<file path="config.mk">
export PLATFORM = sky130hd
export DESIGN_NAME = exe_mem_skid_stage
export DESIGN_NICKNAME = d
export VERILOG_FILES = /design/src/rtl/pipe_pkg.sv /design/src/rtl/pipe_skid_entry.sv /design/src/rtl/exe_mem_skid_stage.sv
export SDC_FILE = /design/constraint.sdc
export NUM_CORES = 1
export LEC_CHECK = 0
export CELL_PAD_IN_SITES_DETAIL_PLACEMENT = 0
export CELL_PAD_IN_SITES_GLOBAL_PLACEMENT = 1
export CORE_MARGIN = 3
export CORE_UTILIZATION = 42
export DETAILED_ROUTE_END_ITERATION = 10
export HOLD_SLACK_MARGIN = 0.05
export MAX_ROUTING_LAYER = met4
export PLACE_DENSITY = 0.89
export SKIP_CTS_REPAIR_TIMING = 1
export SLEW_MARGIN = 20
export SYNTH_ARGS = -nofsm -noshare
export SYNTH_HDL_FRONTEND = slang
export SYNTH_HIERARCHICAL = 1
export SYNTH_SLANG_ARGS = --single-unit
</file>
<file path="constraint.sdc">
create_clock -name clk -period 2.4 [get_ports clk]
set_input_delay 0.48 -clock clk [delete_from_list [all_inputs] [get_ports clk]]
set_output_delay 0.48 -clock clk [all_outputs]
set_load 0.05 [all_outputs]
</file>
<file path="src/rtl/pipe_pkg.sv">
// Shared definitions for the EX->MEM skid stage: control-bundle layout and stage occupancy states.
package pipe_pkg;

  localparam int CTRL_W     = 5;
  localparam int CTRL_MEMRD = 4;
  localparam int CTRL_MEMWR = 3;
  localparam int CTRL_IN    = 2;
  localparam int CTRL_OUT   = 1;
  localparam int CTRL_REGWR = 0;

  typedef enum logic [1:0] {
    EMPTY = 2'd0,
    ONE   = 2'd1,
    TWO   = 2'd2
  } stage_state_e;

endpackage

</file>
<file path="src/rtl/pipe_skid_entry.sv">
// One pipeline slot: valid bit, data payload held across clears, control payload zeroed on clear.
module pipe_skid_entry #(
  parameter int DW = 16,
  parameter int CW = 7
) (
  input  logic          clk,
  input  logic          rst,
  input  logic          load,
  input  logic          clear,
  input  logic [DW-1:0] d_data,
  input  logic [CW-1:0] d_ctrl,
  output logic          valid,
  output logic [DW-1:0] q_data,
  output logic [CW-1:0] q_ctrl
);

  logic          valid_r;
  logic [DW-1:0] data_r;
  logic [CW-1:0] ctrl_r;

  // Slot register; an empty slot never carries live control bits.
  always_ff @(posedge clk) begin
    if (rst) begin
      valid_r <= 1'b0;
      data_r  <= '0;
      ctrl_r  <= '0;
    end else if (load) begin
      valid_r <= 1'b1;
      data_r  <= d_data;
      ctrl_r  <= d_ctrl;
    end else if (clear) begin
      valid_r <= 1'b0;
      ctrl_r  <= '0;
    end
  end

  assign valid  = valid_r;
  assign q_data = data_r;
  assign q_ctrl = ctrl_r;

endmodule

</file>
<file path="src/rtl/exe_mem_skid_stage.sv">
// EX->MEM boundary with a two-slot skid so in_ready comes straight from a flop.
// Optional MEM_STAGE_STALL_CNT_EN adds a saturating backpressure-cycle counter on stall_cnt.
module exe_mem_skid_stage
  import pipe_pkg::*;
#(
  parameter int N     = 16,
  parameter int RA_W  = 3,
  parameter int MTR_W = 2
) (
  input  logic              clk,
  input  logic              rst,
  input  logic              flush,
  input  logic              in_valid,
  output logic              in_ready,
  input  logic [N-1:0]      in_pc,
  input  logic [N-1:0]      in_inst,
  input  logic [N-1:0]      in_alu,
  input  logic [N-1:0]      in_rd1,
  input  logic [N-1:0]      in_rd2,
  input  logic [CTRL_W-1:0] in_ctrl,
  input  logic [MTR_W-1:0]  in_mtr,
  input  logic [RA_W-1:0]   in_wreg,
  output logic              out_valid,
  input  logic              out_ready,
  output logic [N-1:0]      out_pc,
  output logic [N-1:0]      out_inst,
  output logic [N-1:0]      out_alu,
  output logic [N-1:0]      out_rd1,
  output logic [N-1:0]      out_rd2,
  output logic [CTRL_W-1:0] out_ctrl,
  output logic [MTR_W-1:0]  out_mtr,
  output logic [RA_W-1:0]   out_wreg
`ifdef MEM_STAGE_STALL_CNT_EN
  ,
  output logic [15:0]       stall_cnt
`endif
);

  localparam int DW = 5 * N + RA_W;
  localparam int CW = CTRL_W + MTR_W;

  logic [DW-1:0] in_data_s, m_data_s, s_data_s, m_d_data_s;
  logic [CW-1:0] in_cw_s, m_cw_s, s_cw_s, m_d_cw_s;
  logic          m_valid_s, s_valid_s;
  logic          accept_s, drain_s;
  logic          m_load_s, m_clear_s, m_from_s_s, s_load_s, s_clear_s;
  logic          in_ready_r;
  stage_state_e  state_r, state_nxt_s;

  assign in_data_s  = {in_pc, in_inst, in_alu, in_rd1, in_rd2, in_wreg};
  assign in_cw_s    = {in_ctrl, in_mtr};
  assign accept_s   = in_valid & in_ready_r;
  assign drain_s    = m_valid_s & out_ready;
  assign m_d_data_s = m_from_s_s ? s_data_s : in_data_s;
  assign m_d_cw_s   = m_from_s_s ? s_cw_s : in_cw_s;

  // Occupancy state and the registered ready it implies.
  always_ff @(posedge clk) begin
    if (rst) begin
      state_r    <= EMPTY;
      in_ready_r <= 1'b1;
    end else begin
      state_r    <= state_nxt_s;
      in_ready_r <= (state_nxt_s != TWO);
    end
  end

  // Next occupancy and slot load/clear strobes; flush drops inputs but lets a drain complete.
  always_comb begin
    state_nxt_s = state_r;
    m_load_s    = 1'b0;
    m_clear_s   = 1'b0;
    m_from_s_s  = 1'b0;
    s_load_s    = 1'b0;
    s_clear_s   = 1'b0;
    if (flush) begin
      state_nxt_s = EMPTY;
      m_clear_s   = 1'b1;
      s_clear_s   = 1'b1;
    end else begin
      case (state_r)
        EMPTY: begin
          if (accept_s) begin
            m_load_s    = 1'b1;
            state_nxt_s = ONE;
          end else begin
            state_nxt_s = EMPTY;
          end
        end
        ONE: begin
          if (accept_s && drain_s) begin
            m_load_s = 1'b1;
          end else if (accept_s) begin
            s_load_s    = 1'b1;
            state_nxt_s = TWO;
          end else if (drain_s) begin
            m_clear_s   = 1'b1;
            state_nxt_s = EMPTY;
          end else begin
            state_nxt_s = ONE;
          end
        end
        TWO: begin
          if (drain_s && s_valid_s) begin
            m_load_s    = 1'b1;
            m_from_s_s  = 1'b1;
            s_clear_s   = 1'b1;
            state_nxt_s = ONE;
          end else begin
            state_nxt_s = TWO;
          end
        end
        default: begin
          state_nxt_s = EMPTY;
          m_clear_s   = 1'b1;
          s_clear_s   = 1'b1;
        end
      endcase
    end
  end

  pipe_skid_entry #(.DW(DW), .CW(CW)) u_main (
    .clk    (clk),
    .rst    (rst),
    .load   (m_load_s),
    .clear  (m_clear_s),
    .d_data (m_d_data_s),
    .d_ctrl (m_d_cw_s),
    .valid  (m_valid_s),
    .q_data (m_data_s),
    .q_ctrl (m_cw_s)
  );

  pipe_skid_entry #(.DW(DW), .CW(CW)) u_skid (
    .clk    (clk),
    .rst    (rst),
    .load   (s_load_s),
    .clear  (s_clear_s),
    .d_data (in_data_s),
    .d_ctrl (in_cw_s),
    .valid  (s_valid_s),
    .q_data (s_data_s),
    .q_ctrl (s_cw_s)
  );

  assign in_ready  = in_ready_r;
  assign out_valid = m_valid_s;
  assign {out_pc, out_inst, out_alu, out_rd1, out_rd2, out_wreg} = m_data_s;
  assign {out_ctrl, out_mtr} = m_cw_s;

`ifdef MEM_STAGE_STALL_CNT_EN
  logic [15:0] stall_cnt_r;

  // Saturating count of cycles the MEM stage holds back a valid bundle; only rst clears it.
  always_ff @(posedge clk) begin
    if (rst) begin
      stall_cnt_r <= 16'h0000;
    end else if (m_valid_s && !out_ready && (stall_cnt_r != 16'hFFFF)) begin
      stall_cnt_r <= stall_cnt_r + 16'h0001;
    end
  end

  assign stall_cnt = stall_cnt_r;
`endif

endmodule
</file>
==> results of run 1 <==
[per-stage QoR]
stage	cell area [um2]	setup WS, ps	cells	utilization, %
3_5_place_dp	9980	0.394	1114	54.6
3_3_place_gp	9980	51.3	1114	54.6
2_1_floorplan	7940	411	735	-
5_1_grt	10700	144	1147	58.4
6_report	10700	230	1147	58.4
4_1_cts	10700	201	1146	58.4
[sequential cells by signal, summed over array words and instances, names as in the netlist]
| name | count |
|---|---|
| u_skid/valid | 1 |
| state_r | 2 |
| u_skid/q_ctrl | 7 |
| u_main/q_data | 83 |
| in_ready | 1 |
| u_main/valid | 1 |
| u_skid/q_data | 83 |
| u_main/q_ctrl | 7 |
[cells by family after synthesis]
| kind of cell | Yosys count | share of synthesized area, % |
|---|---|---|
| flip-flops | 185 | 46.6 |
| buffers and inverters | 68 | 5.92 |
| AND/OR/NAND/NOR | 201 | 10.3 |
| AO/OA/AOI/OAI | 25 | 3.51 |
| multiplexers | 256 | 33.7 |
[cell type report]
| type | count | share of cell area [%] |
|---|---|---|
| multi-input combinational | 482 | 35.5 |
| sequential | 185 | 34.7 |
| timing repair buffer | 204 | 20.1 |
| clock buffer | 18 | 4.02 |
| tap | 229 | 2.68 |
| clock inverter | 14 | 2.46 |
| inverter | 14 | 0.492 |
| antenna | 1 | 0.0234 |
[power groups by stage]
stage | clock network, uW | registers, uW | logic, uW
floorplan | 0 | 3550 | 365
global placement | 0 | 3290 | 1020
detailed placement | 0 | 3290 | 1030
CTS | 3360 | 3220 | 1030
global route | 3480 | 3230 | 1090
finish | 3280 | 3220 | 1020
[cells in the mapped netlist]
master	n	area, um2
or2_1	2	12.5
nand2_1	17	63.8
or2b_1	1	7.51
clkbuf_8	9	124
nand3b_1	2	15.0
buf_6	9	101
or3b_1	2	17.5
dfxtp_1	185	3700
mux2i_1	166	1660
o32ai_2	12	195
buf_1	14	52.6
nor3_1	1	5.00
nand4_1	1	6.26
buf_4	14	105
mux2_2	90	1010
o31a_1	1	8.76
a211o_1	1	8.76
and3_1	1	6.26
o21ai_0	1	5.00
buf_2	4	20.0
and4b_2	1	11.3
a21oi_1	6	30.0
inv_2	2	7.51
nand4bb_1	1	11.3
nor2_1	168	631
a21o_1	2	15.0
and2b_2	1	8.76
nand2b_1	3	18.8
a21boi_0	1	7.51
clkbuf_1	4	15.0
a31o_2	1	8.76
inv_1	12	45.0
[layer usage]
metal  GRT usage (%)  wire length (um)  part of all wire [%]
met1            22.4              8290                    48
met2            26.1              7750                    45
met3            4.69               940                   5.5
met4            5.55               250                   1.5
met5               -                 0                     0
[layout by cell type, fill, tap and decap left out, types with 2 or more instances in the layout]
cell type / n
a21o_1: 2
a21oi_1: 5
buf_12: 12
buf_4: 6
bufinv_16: 7
clkbuf_16: 17
clkdlybuf4s50_1: 185
clkinv_2: 2
dfxtp_1: 185
inv_1: 12
inv_2: 2
inv_6: 4
mux2_2: 90
mux2i_1: 166
nand2_1: 17
nand2b_1: 3
nand3b_1: 2
nor2_1: 167
o32ai_2: 12
or2_1: 2
or3b_1: 2
[worst max-delay path by stage]
stage	from	endpoint	cells after the start
floorplan	u_main/valid	u_main/q_data[70]	8
global placement	in_valid	u_skid/q_data[75]	7
detailed placement	out_ready	u_main/q_data[68]	8
CTS	u_main/valid	out_valid	1
global route	u_main/valid	out_valid	1
finish	u_main/valid	out_valid	1
==> flow_summary.json, run 1 <==
{
  "crit_path_max_fanout": 6,
  "grt_max_degree": 73,
  "num_rows": 49,
  "power_uw": 7520,
  "grt_pass1_vias": 5580,
  "port_buffers": 186,
  "clk_latency_ps": 420,
  "firstDrtPassIters": 4,
  "start_util_pct": 43.5,
  "outcome": "completed",
  "power_switching_uw": 1820,
  "wl_per_cell_um": 15.0,
  "clock.fmax_ghz": 0.461,
  "switching_share_pct": 24.2,
  "worstSetupPathType": "reg -> out",
  "die_area_um2": 20600,
  "slowest_delay_ps": 870,
  "comb_power_share_pct": 13.6,
  "nFillCells": 1570,
  "grt_first_pass_wirelength_mm": 27.6,
  "hold_slack_ps": 400,
  "start_kind": "flip-flop",
  "rr_startpoint": "state_r[0]",
  "min_path_type": "in -> reg",
  "cp.buffers_inverters": 1,
  "power.leakage_uw": 0.00385,
  "ys_seq_area_share_pct": 46.6,
  "cts_max_level": 4,
  "worstMarginPinSlew_ps": 575,
  "netlist_instances": 735,
  "gp_congestion": 0.756,
  "rsz0062_at_grt": "false",
  "layout.nets": 999,
  "hold_depth": 2,
  "p_clk_share_pct": 43.6,
  "setup_viol": 0,
  "ios": 187,
  "cts.sinks": 185,
  "antenna_found_initial": 1,
  "syn_area_um2": 7940,
  "r2r-end": "u_main/q_data[49]",
  "finalMaxSlewViolations": 0,
  "clk_pin_slew_worst_paths_ps": 70,
  "grt_usage_pct": 17.2,
  "rrSetupSlack_ps": 510,
  "post-dp-hpwl_mm": 11.4,
  "drtIter0Drc": 207,
  "postRouteAntennaNets": 0,
  "pwr-share-seq_pct": 42.8,
  "path_cells": "clkdlybuf4s50_1",
  "fin_skew_ps": 10.3,
  "vdd_drop_max_mv": 0.571,
  "viasPerCell": 4.87,
  "synthToLayoutAreaGrowth_pct": 34.4,
  "yosysWarnings": 6,
  "grt-ovfl-total": 0,
  "internal_power_uw": 5700,
  "tns_ps": 0,
  "hold-path-endpoint": "u_main/q_data[19]",
  "finalHoldViolCount": 0,
  "drive_gt1_share_pct": 17.3,
  "p_per_area_nw_per_um2": 705,
  "die_x_um": 144,
  "ys_seq_elements": 185,
  "min_period_over_period_pct": 90.4,
  "synth_fp_nets": 830,
  "core_um2": 18300,
  "worst_path_max_delay_cell": "clkdlybuf4s50_1",
  "cp-end-kind": "primary output",
  "routed_wl_mm": 17.2,
  "crit_required_ps": 1920,
  "cpLargestDelayFamily": "buffers and inverters",
  "cts-root-buf": "clkbuf_16",
  "slew_headroom_pct": 61.5,
  "synth_area_per_cell_um2": 10.8,
  "min_from": "rst",
  "numCtsBuffers": 17,
  "drcViolationCount": 0,
  "cp.arrival_ps": 1690,
  "multi_input_area_um2": 3790,
  "die_h_um": 144,
  "cap_violations": 0,
  "fin_crit_ps": 2170,
  "ys_types": 32,
  "reg2regPathDepth": 7,
  "cts_tree": "built",
  "regArea_um2": 3700,
  "vias": 5589,
  "clockBufferDepth": 2
}
Power figures use the tool's default switching activity.
==> run 2, diff against run 1 <==
Settings changed: CORE_UTILIZATION 42 to 40, CTS_BUF_LIST from default to sky130_fd_sc_hd__clkbuf_16, PLACE_DENSITY 0.89 to 0.88, SYNTH_HIERARCHICAL 1 to default.
==> run 2 against run 1 <==
Compared with the run above: synthesized area fell by 0.85%; global-route usage rose by 1.9 points; register-to-register slack got worse by 20 ps.
==> flow_summary.json, run 2 <==
{
  "outcome": "completed",
  "min_path_type": "in -> reg",
  "grt_pass1_vias": 6360,
  "start_util_pct": 41.4,
  "grt-ovfl-total": 0,
  "multi_input_area_um2": 3620,
  "layout.nets": 1105,
  "ys_seq_area_share_pct": 47.0,
  "cts.sinks": 185,
  "cts-root-buf": "clkbuf_16",
  "nFillCells": 1728,
  "yosysWarnings": 0,
  "hold_slack_ps": 445,
  "rsz0062_at_grt": "false",
  "power_switching_uw": 2080,
  "fin_skew_ps": 10.4,
  "die_area_um2": 21400,
  "path_cells": "clkdlybuf4s50_1",
  "grt_max_degree": 61,
  "crit_path_max_fanout": 8,
  "syn_area_um2": 7880,
  "wl_per_cell_um": 15.7,
  "worstSetupPathType": "reg -> out",
  "setup_viol": 0,
  "synth_fp_nets": 954,
  "cp.arrival_ps": 1750,
  "tns_ps": 0,
  "clock.fmax_ghz": 0.449,
  "pwr-share-seq_pct": 43.5,
  "p_per_area_nw_per_um2": 717,
  "r2r-end": "u_main.q_data[45]",
  "synth_edf_count": 0,
  "switching_share_pct": 27.5,
  "rr_startpoint": "state_r[1]",
  "firstDrtPassIters": 4,
  "cp.buffers_inverters": 1,
  "die_x_um": 146,
  "rrSetupSlack_ps": 490,
  "hold_depth": 2,
  "vdd_drop_max_mv": 0.462,
  "cp-end-kind": "primary output",
  "cap_violations": 0,
  "drcViolationCount": 0,
  "start_kind": "flip-flop",
  "die_h_um": 146,
  "p_clk_share_pct": 39.2,
  "postRouteAntennaNets": 0,
  "ios": 187,
  "gp_congestion": 0.798,
  "comb_power_share_pct": 17.3,
  "hold-path-endpoint": "u_skid.q_ctrl[0]",
  "worstMarginPinSlew_ps": 576,
  "synthTopCellsByArea": "dfxtp_1 47%, mux2i_1 11%, a211oi_1 7.9%",
  "synth_ff_type": "dfxtp_1",
  "post-dp-hpwl_mm": 12.8,
  "slowest_delay_ps": 860,
  "num_rows": 50,
  "power.leakage_uw": 0.00335,
  "synth_largest_area_cell": "dfxtp_1",
  "internal_power_uw": 5480,
  "port_buffers": 186,
  "finalHoldViolCount": 0,
  "grt_usage_pct": 19.1,
  "clk_latency_ps": 420,
  "crit_required_ps": 1920,
  "ys_seq_elements": 185,
  "drtIter0Drc": 403,
  "min_period_over_period_pct": 92.8,
  "regArea_um2": 3700,
  "synth.most_common_cell": "dfxtp_1",
  "synthTopCellsByCount": "185 x dfxtp_1, 163 x nand2_1, 86 x nor3_1",
  "async_flop_share_pct": 0,
  "cts_max_level": 4,
  "worst_path_max_delay_cell": "clkdlybuf4s50_1",
  "core_um2": 19000,
  "drive_gt1_share_pct": 10.6,
  "cts_tree": "built",
  "clockBufferDepth": 2,
  "fin_crit_ps": 2230,
  "vias": 6621,
  "slew_headroom_pct": 61.5,
  "synth_top_area_share_pct": 47.0,
  "finalMaxSlewViolations": 0,
  "layout_common_cells": "185 x dfxtp_1, 185 x clkdlybuf4s50_1, 163 x nand2_1, 85 x nor3_1, 84 x a21oi_1",
  "grt_first_pass_wirelength_mm": 33.0,
  "cpLargestDelayFamily": "buffers and inverters",
  "netlist_instances": 859,
  "min_from": "rst",
  "ys_types": 36,
  "clk_pin_slew_worst_paths_ps": 70,
  "synth_area_per_cell_um2": 9.17,
  "synthToLayoutAreaGrowth_pct": 33.8,
  "numCtsBuffers": 17,
  "viasPerCell": 5.16,
  "routed_wl_mm": 20.2,
  "antenna_found_initial": 1,
  "reg2regPathDepth": 5
}
## run 2: cell types whose count changed after synthesis, moves of 83 or more
cell	delta
a211oi_1	+83
mux2_2	-90
mux2i_1	-83
nand2_1	+146
nor2_1	-166
nor3_1	+85
## run 2: metrics by stage
stage,utilization [%],instance area [um2],setup WS (ps),power [uW],std cells
3_3_place_gp,52.1,9920,83.6,4660,1251
4_1_cts,55.4,10500,158,7640,1282
5_1_grt,55.4,10500,111,7840,1283
2_1_floorplan,-,7880,339,4130,859
6_report,55.4,10500,174,7560,1283
3_5_place_dp,52.1,9920,44.4,4670,1251
## run 2: area by class of cell
| class | instances | share of cell area, % |
|---|---|---|
| clock buffer | 17 | 4.04 |
| sequential | 185 | 35.1 |
| inverter | 1 | 0.0356 |
| tap | 260 | 3.09 |
| antenna | 1 | 0.0237 |
| clock inverter | 14 | 1.83 |
| timing repair buffer | 214 | 21.5 |
| multi-input combinational | 591 | 34.4 |
## run 2: power by group through the flow
stage	clock (uW)	sequential, uW	combinational (uW)
4_1_cts	3030	3290	1320
3_5_place_dp	0	3360	1310
3_3_place_gp	0	3360	1300
5_1_grt	3140	3310	1390
6_report	2960	3290	1310
2_1_floorplan	0	3750	380
## run 2: worst max path at each step
stage	from	endpoint	cells after the start	slack [ps]
after floorplan	in_ready	u_skid.q_data[58]	6	340
after global placement	out_ready	u_main.q_data[39]	6	80
after detailed placement	out_ready	u_main.q_data[52]	6	40
after CTS	u_main.valid	out_valid	1	160
after global routing	u_main.valid	out_valid	1	110
final	u_main.valid	out_valid	1	170
## run 2: logic make-up (layout without fill, tap and decap cells)
logic type	count (synthesis)	after routing	share of synthesized area, %
muxes	83	83	10.5
AOI/OAI and AO/OA	215	215	18.2
and+or+nand+nor	293	293	17.0
other	0	1	0
buffers and inverters	83	246	7.21
DFF	185	185	47.0
## run 2: layer usage
layer	up-vias	wire length [um]	GRT usage [%]	part of all wire (%)
li1	3335	-	-	-
met1	3124	9340	25.1	46
met2	147	9580	29.7	47
met3	15	1080	4.90	5.3
met4	0	183	4.80	0.91
met5	-	0	-	0
